**config.mk**
```make
export PLATFORM = sky130hd
export DESIGN_NAME = fetch_stage
export DESIGN_NICKNAME = d
export VERILOG_FILES = /design/src/rtl/fetch_stage.sv
export SDC_FILE = /design/constraint.sdc
export NUM_CORES = 1
export LEC_CHECK = 0
export ABC_AREA = 1
export BUFFER_PORTS_ARGS = -buffer_cell sky130_fd_sc_hd__buf_2
export CORE_MARGIN = 5
export CORE_UTILIZATION = 48
export CTS_BUF_LIST = sky130_fd_sc_hd__clkbuf_4 sky130_fd_sc_hd__clkbuf_8 sky130_fd_sc_hd__clkbuf_16
export CTS_CLUSTER_DIAMETER = 50
export DETAILED_ROUTE_END_ITERATION = 8
export PLACE_DENSITY = 0.8
export RECOVER_POWER = 100
export SLEW_MARGIN = 5
export SYNTH_ARGS = -nofsm -noshare
export SYNTH_HDL_FRONTEND = slang
export SYNTH_SLANG_ARGS = --single-unit
```
**constraint.sdc**
```tcl
create_clock -name i_clk -period 1.86 [get_ports i_clk]
set_input_delay 0.279 -clock i_clk [delete_from_list [all_inputs] [get_ports i_clk]]
set_output_delay 0.279 -clock i_clk [all_outputs]
set_load 0.05 [all_outputs]
```
**src/rtl/fetch_stage.sv**
```systemverilog
// Instruction-fetch stage with the IF/ID pipeline register for the 5-stage MIPS core.
// Define BRANCH_DELAY_SLOT_EN to keep the delay-slot instruction on a redirect instead of flushing it.
module fetch_stage #(
  parameter int                       N_BITS_PC    = 32,
  parameter int                       N_BITS_INSTR = 32,
  parameter int                       N_BITS_REG   = 5,
  parameter logic [N_BITS_INSTR-1:0]  HALT_WORD    = {N_BITS_INSTR{1'b1}}
) (
  input  logic                    i_clk,
  input  logic                    i_rst_n,
  input  logic                    i_enable,
  input  logic                    i_stall,
  input  logic                    i_redirect,
  input  logic [N_BITS_PC-1:0]    i_redirect_pc,
  output logic [N_BITS_PC-1:0]    o_imem_addr,
  input  logic [N_BITS_INSTR-1:0] i_imem_data,
  output logic [N_BITS_PC-1:0]    o_pc,
  output logic [N_BITS_INSTR-1:0] o_instr_ifid,
  output logic [N_BITS_PC-1:0]    o_pc4_ifid,
  output logic [N_BITS_REG-1:0]   o_rs_ifid,
  output logic [N_BITS_REG-1:0]   o_rt_ifid,
  output logic                    o_valid_ifid,
  output logic                    o_halt
);

  localparam logic [N_BITS_PC-1:0] PC_STEP = N_BITS_PC'(4);

  logic [N_BITS_PC-1:0]    pc_q, pc_d;
  logic [N_BITS_INSTR-1:0] instr_q, instr_d;
  logic [N_BITS_PC-1:0]    pc4_q, pc4_d;
  logic                    valid_q, valid_d;
  logic                    halt_q, halt_d;
  logic [N_BITS_PC-1:0]    pc_plus4;
  logic                    fetched_halt;

  // Targets are word aligned; the two low bits of the redirect address are dropped.
  logic unused_redirect_lsbs;
  assign unused_redirect_lsbs = ^i_redirect_pc[1:0];

  assign pc_plus4     = pc_q + PC_STEP;
  assign fetched_halt = (i_imem_data == HALT_WORD);

  always_comb begin
    pc_d    = pc_q;
    instr_d = instr_q;
    pc4_d   = pc4_q;
    valid_d = valid_q;
    halt_d  = halt_q;
    if (i_enable && !halt_q) begin
      if (i_redirect) begin
        pc_d = {i_redirect_pc[N_BITS_PC-1:2], 2'b00};
`ifdef BRANCH_DELAY_SLOT_EN
        instr_d = i_imem_data;
        pc4_d   = pc_plus4;
        valid_d = 1'b1;
        halt_d  = fetched_halt;
`else
        instr_d = '0;
        pc4_d   = '0;
        valid_d = 1'b0;
`endif
      end else if (!i_stall) begin
        pc_d    = pc_plus4;
        instr_d = i_imem_data;
        pc4_d   = pc_plus4;
        valid_d = 1'b1;
        halt_d  = fetched_halt;
      end
    end
  end

  always_ff @(posedge i_clk or negedge i_rst_n) begin
    if (!i_rst_n) begin
      pc_q    <= '0;
      instr_q <= '0;
      pc4_q   <= '0;
      valid_q <= 1'b0;
      halt_q  <= 1'b0;
    end else begin
      pc_q    <= pc_d;
      instr_q <= instr_d;
      pc4_q   <= pc4_d;
      valid_q <= valid_d;
      halt_q  <= halt_d;
    end
  end

  assign o_imem_addr  = pc_q;
  assign o_pc         = pc_q;
  assign o_instr_ifid = instr_q;
  assign o_pc4_ifid   = pc4_q;
  assign o_rs_ifid    = instr_q[25:21];
  assign o_rt_ifid    = instr_q[20:16];
  assign o_valid_ifid = valid_q;
  assign o_halt       = halt_q;

endmodule
```
==> impl_metrics.py <==
metrics = {
    "status": {
        "status": "finished, final reports clean",
    },
    "synth": {
        "synth_seq_cells": 95,
        "synthTopCellsByArea": "dfrtp_1 (48%), nand2_1 (14%), buf_4 (7.3%)",
        "synthCells": 613,
        "async_reset_ff_share_pct": 100.0,
        "yosysSeqAreaShare_pct": 48.15,
        "postSynthAreaPerCell_um2": 8.054,
        "yosys_warnings": 0,
        "synth_edf_count": 0,
        "synth-main-ff-cell": "dfrtp_1",
        "syn_area_um2": 4937,
        "yosysUniqueCellTypes": 31,
        "synth_top_area_share_pct": 48.15,
        "synth_largest_area_cell": "dfrtp_1",
    },
    "sta": {
        "worst_pin_slew_ns": 1.096,
        "setup_violations": 0,
        "timing.setup.tns_ns": 0,
        "clock_skew_ns": 0.009230,
        "slew_violations": 0,
        "fmax_mhz": 588.6,
        "rsz0062_at_grt": "no",
        "slew_headroom_pct": 26.93,
        "period_needed_ns": 1.699,
        "fin_crit_sh_pct": 91.34,
        "hold_viol_final": 0,
    },
    "clock_network": {
        "clk_pin_slew_worst_paths_ns": 0.09,
        "h-tree-depth": 3,
        "cts_tree": "yes",
        "worstSkewPairLatency_ns": 0.37,
        "root_buffer": "clkbuf_8",
        "cts_buffer_depth": 2,
        "cts.repair.resized": 0,
        "cts-buffers-inserted": 9,
        "cts_sinks": 95,
    },
    "die": {
        "die_h_um": 111.4,
        "dieArea_um2": 12410,
        "core-area_um2": 10180,
        "dieWidth_um": 111.4,
        "rows": 37,
        "initial_core_util_pct": 48.48,
        "ios": 209,
    },
    "finish": {
        "fin_area_um2": 5819,
        "layout-drive-gt1-share_pct": 13.94,
        "area_growth_pct": 17.87,
        "n_fill_cell": 1007,
        "final_nets": 843,
        "diodes": 0,
    },
    "global_route": {
        "grt_overflow": 0,
        "grt_pass1_vias": 4637,
        "grt_max_degree": 44,
        "grt_first_pass_wirelength_mm": 22.51,
        "antenna_found_initial": 0,
        "gr-usage-all-layers_pct": 22.04,
    },
    "placed_design": {
        "placed_cell_area_um2": 5808,
        "io_buffers": 202,
        "hpwl_mm": 10.41,
        "gp_congestion": 0.9088,
    },
    "pwr": {
        "irDropWorstVdd_v": 0.0003454,
        "p_per_area_nw_per_um2": 791.9,
        "power_leakage_nw": 2.753,
    },
    "routing": {
        "vias_per_cell": 5.156,
        "routedWlPerCell_um": 15.05,
        "antenna_left": 0,
        "drc": 0,
        "first_pass_iters": 5,
        "num_vias": 4697,
        "drt_iter0_drc": 324,
        "wl_mm": 13.71,
    },
    "worst_setup_path": {
        "r2r_start": "o_halt",
        "end_kind": "output port",
        "crit_chain": "clkbuf_1",
        "cp_num_buf_inv": 1,
        "r2r_cells": 6,
        "critical-path-max-stage-delay_ns": 0.54,
        "r2r_slack_ns": 0.18,
        "cp_slowest_cell": "dfrtp_1",
        "timing.rr.end": "o_imem_addr[4]",
        "worst_ep_required_time_ns": 1.58,
        "cpLargestDelayFamily": "flip-flops",
        "critical_path_class": "reg -> out",
        "cp.arrival_ns": 1.42,
        "path_max_fanout": 9,
        "critPathLaunchType": "register",
    },
    "worst_hold_path": {
        "hold_depth": 3,
        "hold_class": "in -> reg",
        "worstHoldEndpoint": "o_instr_ifid[30]",
        "min_from": "i_imem_data[30]",
    },
    "run": {
        "drv_cap": 0,
    },
}
-- stage by stage --
step           total power [mW]  worst slack (ns)  instances  utilization, %  hold slack, ns
5_1_grt                   4.812          0.002832        911           57.14          0.1283
3_5_place_dp              3.227            0.2098        897           57.03          0.1686
3_3_place_gp              3.212            0.2573        897           57.03          0.1654
2_1_floorplan             2.984            0.1181        616               -        -0.01659
4_1_cts                   4.666            0.1899        911           59.08          0.1066
6_report                  4.608            0.1612        911           57.14          0.1218
-- registers in the layout (all words and copies together) (netlist names) --
name / cells
o_halt: 1
o_imem_addr: 30
o_instr_ifid: 32
o_pc4_ifid: 31
o_valid_ifid: 1
-- report_power, final --
group | switching, mW | internal (mW)
logic | 0.723 | 0.189
clock network | 0.688 | 0.767
registers | 0.104 | 2.14
-- cell usage in the layout (no fill, tap or decap), drive strengths merged --
cell type / synthesis / routed
nand2: 187 / 187
clkbuf: 5 / 149
dfrtp: 95 / 95
buf: 64 / 76
nor2: 63 / 63
nand3: 40 / 40
inv: 37 / 37
o21ai: 35 / 35
a21oi: 30 / 30
a22o: 17 / 17
nand4: 9 / 9
a31oi: 9 / 9
a22oi: 5 / 5
conb: 1 / 4
o21bai: 3 / 3
xor2: 3 / 3
nor3: 2 / 2
o21a: 2 / 2
nor4: 2 / 2
bufinv: 0 / 2
and2: 1 / 1
or2: 1 / 1
xnor2: 1 / 1
ha: 1 / 1
dlygate4sd3: 0 / 1
-- how the worst max path moves through the flow --
stage               cells after the start               to             from  slack [ns]
finish                                  1  o_imem_addr[18]  o_imem_addr[18]        0.16
global route                            3    o_pc4_ifid[7]          i_rst_n       0.003
CTS                                     9   o_pc4_ifid[24]   o_imem_addr[2]        0.19
detailed placement                     10  o_imem_addr[26]   o_imem_addr[2]        0.21
global placement                       10  o_imem_addr[22]   o_imem_addr[2]        0.26
floorplan                               9  o_imem_addr[22]  o_imem_addr[10]        0.12
-- kinds of logic (layout without fill, tap and decap cells) --
group | after synthesis | after routing | share of synthesized area (%)
AND/OR/NAND/NOR | 305 | 305 | 26.38
AO/OA/AOI/OAI | 101 | 101 | 12.27
adder cells (fa/ha/maj) | 1 | 1 | 0.2534
XOR/XNOR | 4 | 4 | 0.7097
flip-flops | 95 | 95 | 48.15
buffers and inverters | 106 | 265 | 12.16
other | 1 | 4 | 0.07595
-- area by class of cell --
cell class | count | area [um2] | area share [%]
sequential | 95 | 2380 | 40.89
multi-input combinational | 415 | 1976 | 33.95
timing repair buffer | 215 | 953.4 | 16.38
tap | 136 | 170.2 | 2.924
inverter | 37 | 141.4 | 2.430
clock buffer | 11 | 138.9 | 2.387
clock inverter | 2 | 60.06 | 1.032
-- metal layers --
metal / wire length (um) / up-vias / GRT usage, %
met5: 0 / - / 0
met1: 5600 / 2166 / 27.34
met2: 6520 / 244 / 36.55
li1: - / 2264 / -
met4: 284 / 0 / 8.110
met3: 1301 / 23 / 6.576
-- cells in the mapped netlist (3+ instances only) --
cell type	count
nand4_1	9
a31oi_1	9
buf_4	48
nor2_1	54
inv_1	35
nand3_1	40
a22o_1	17
xor2_1	3
dfrtp_1	95
o21bai_1	3
o21ai_1	12
clkbuf_1	5
nor2_2	3
a22oi_1	5
nor2_4	6
buf_2	16
o21ai_0	23
nand2_1	183
a21oi_1	30
-- timing repair --
action                    4_1_cts  5_1_grt
hold buffers                    1        0
setup buffers                   0        0
hold endpoints to repair       16        0
No activity file was read; power rests on OpenSTA's default activity.
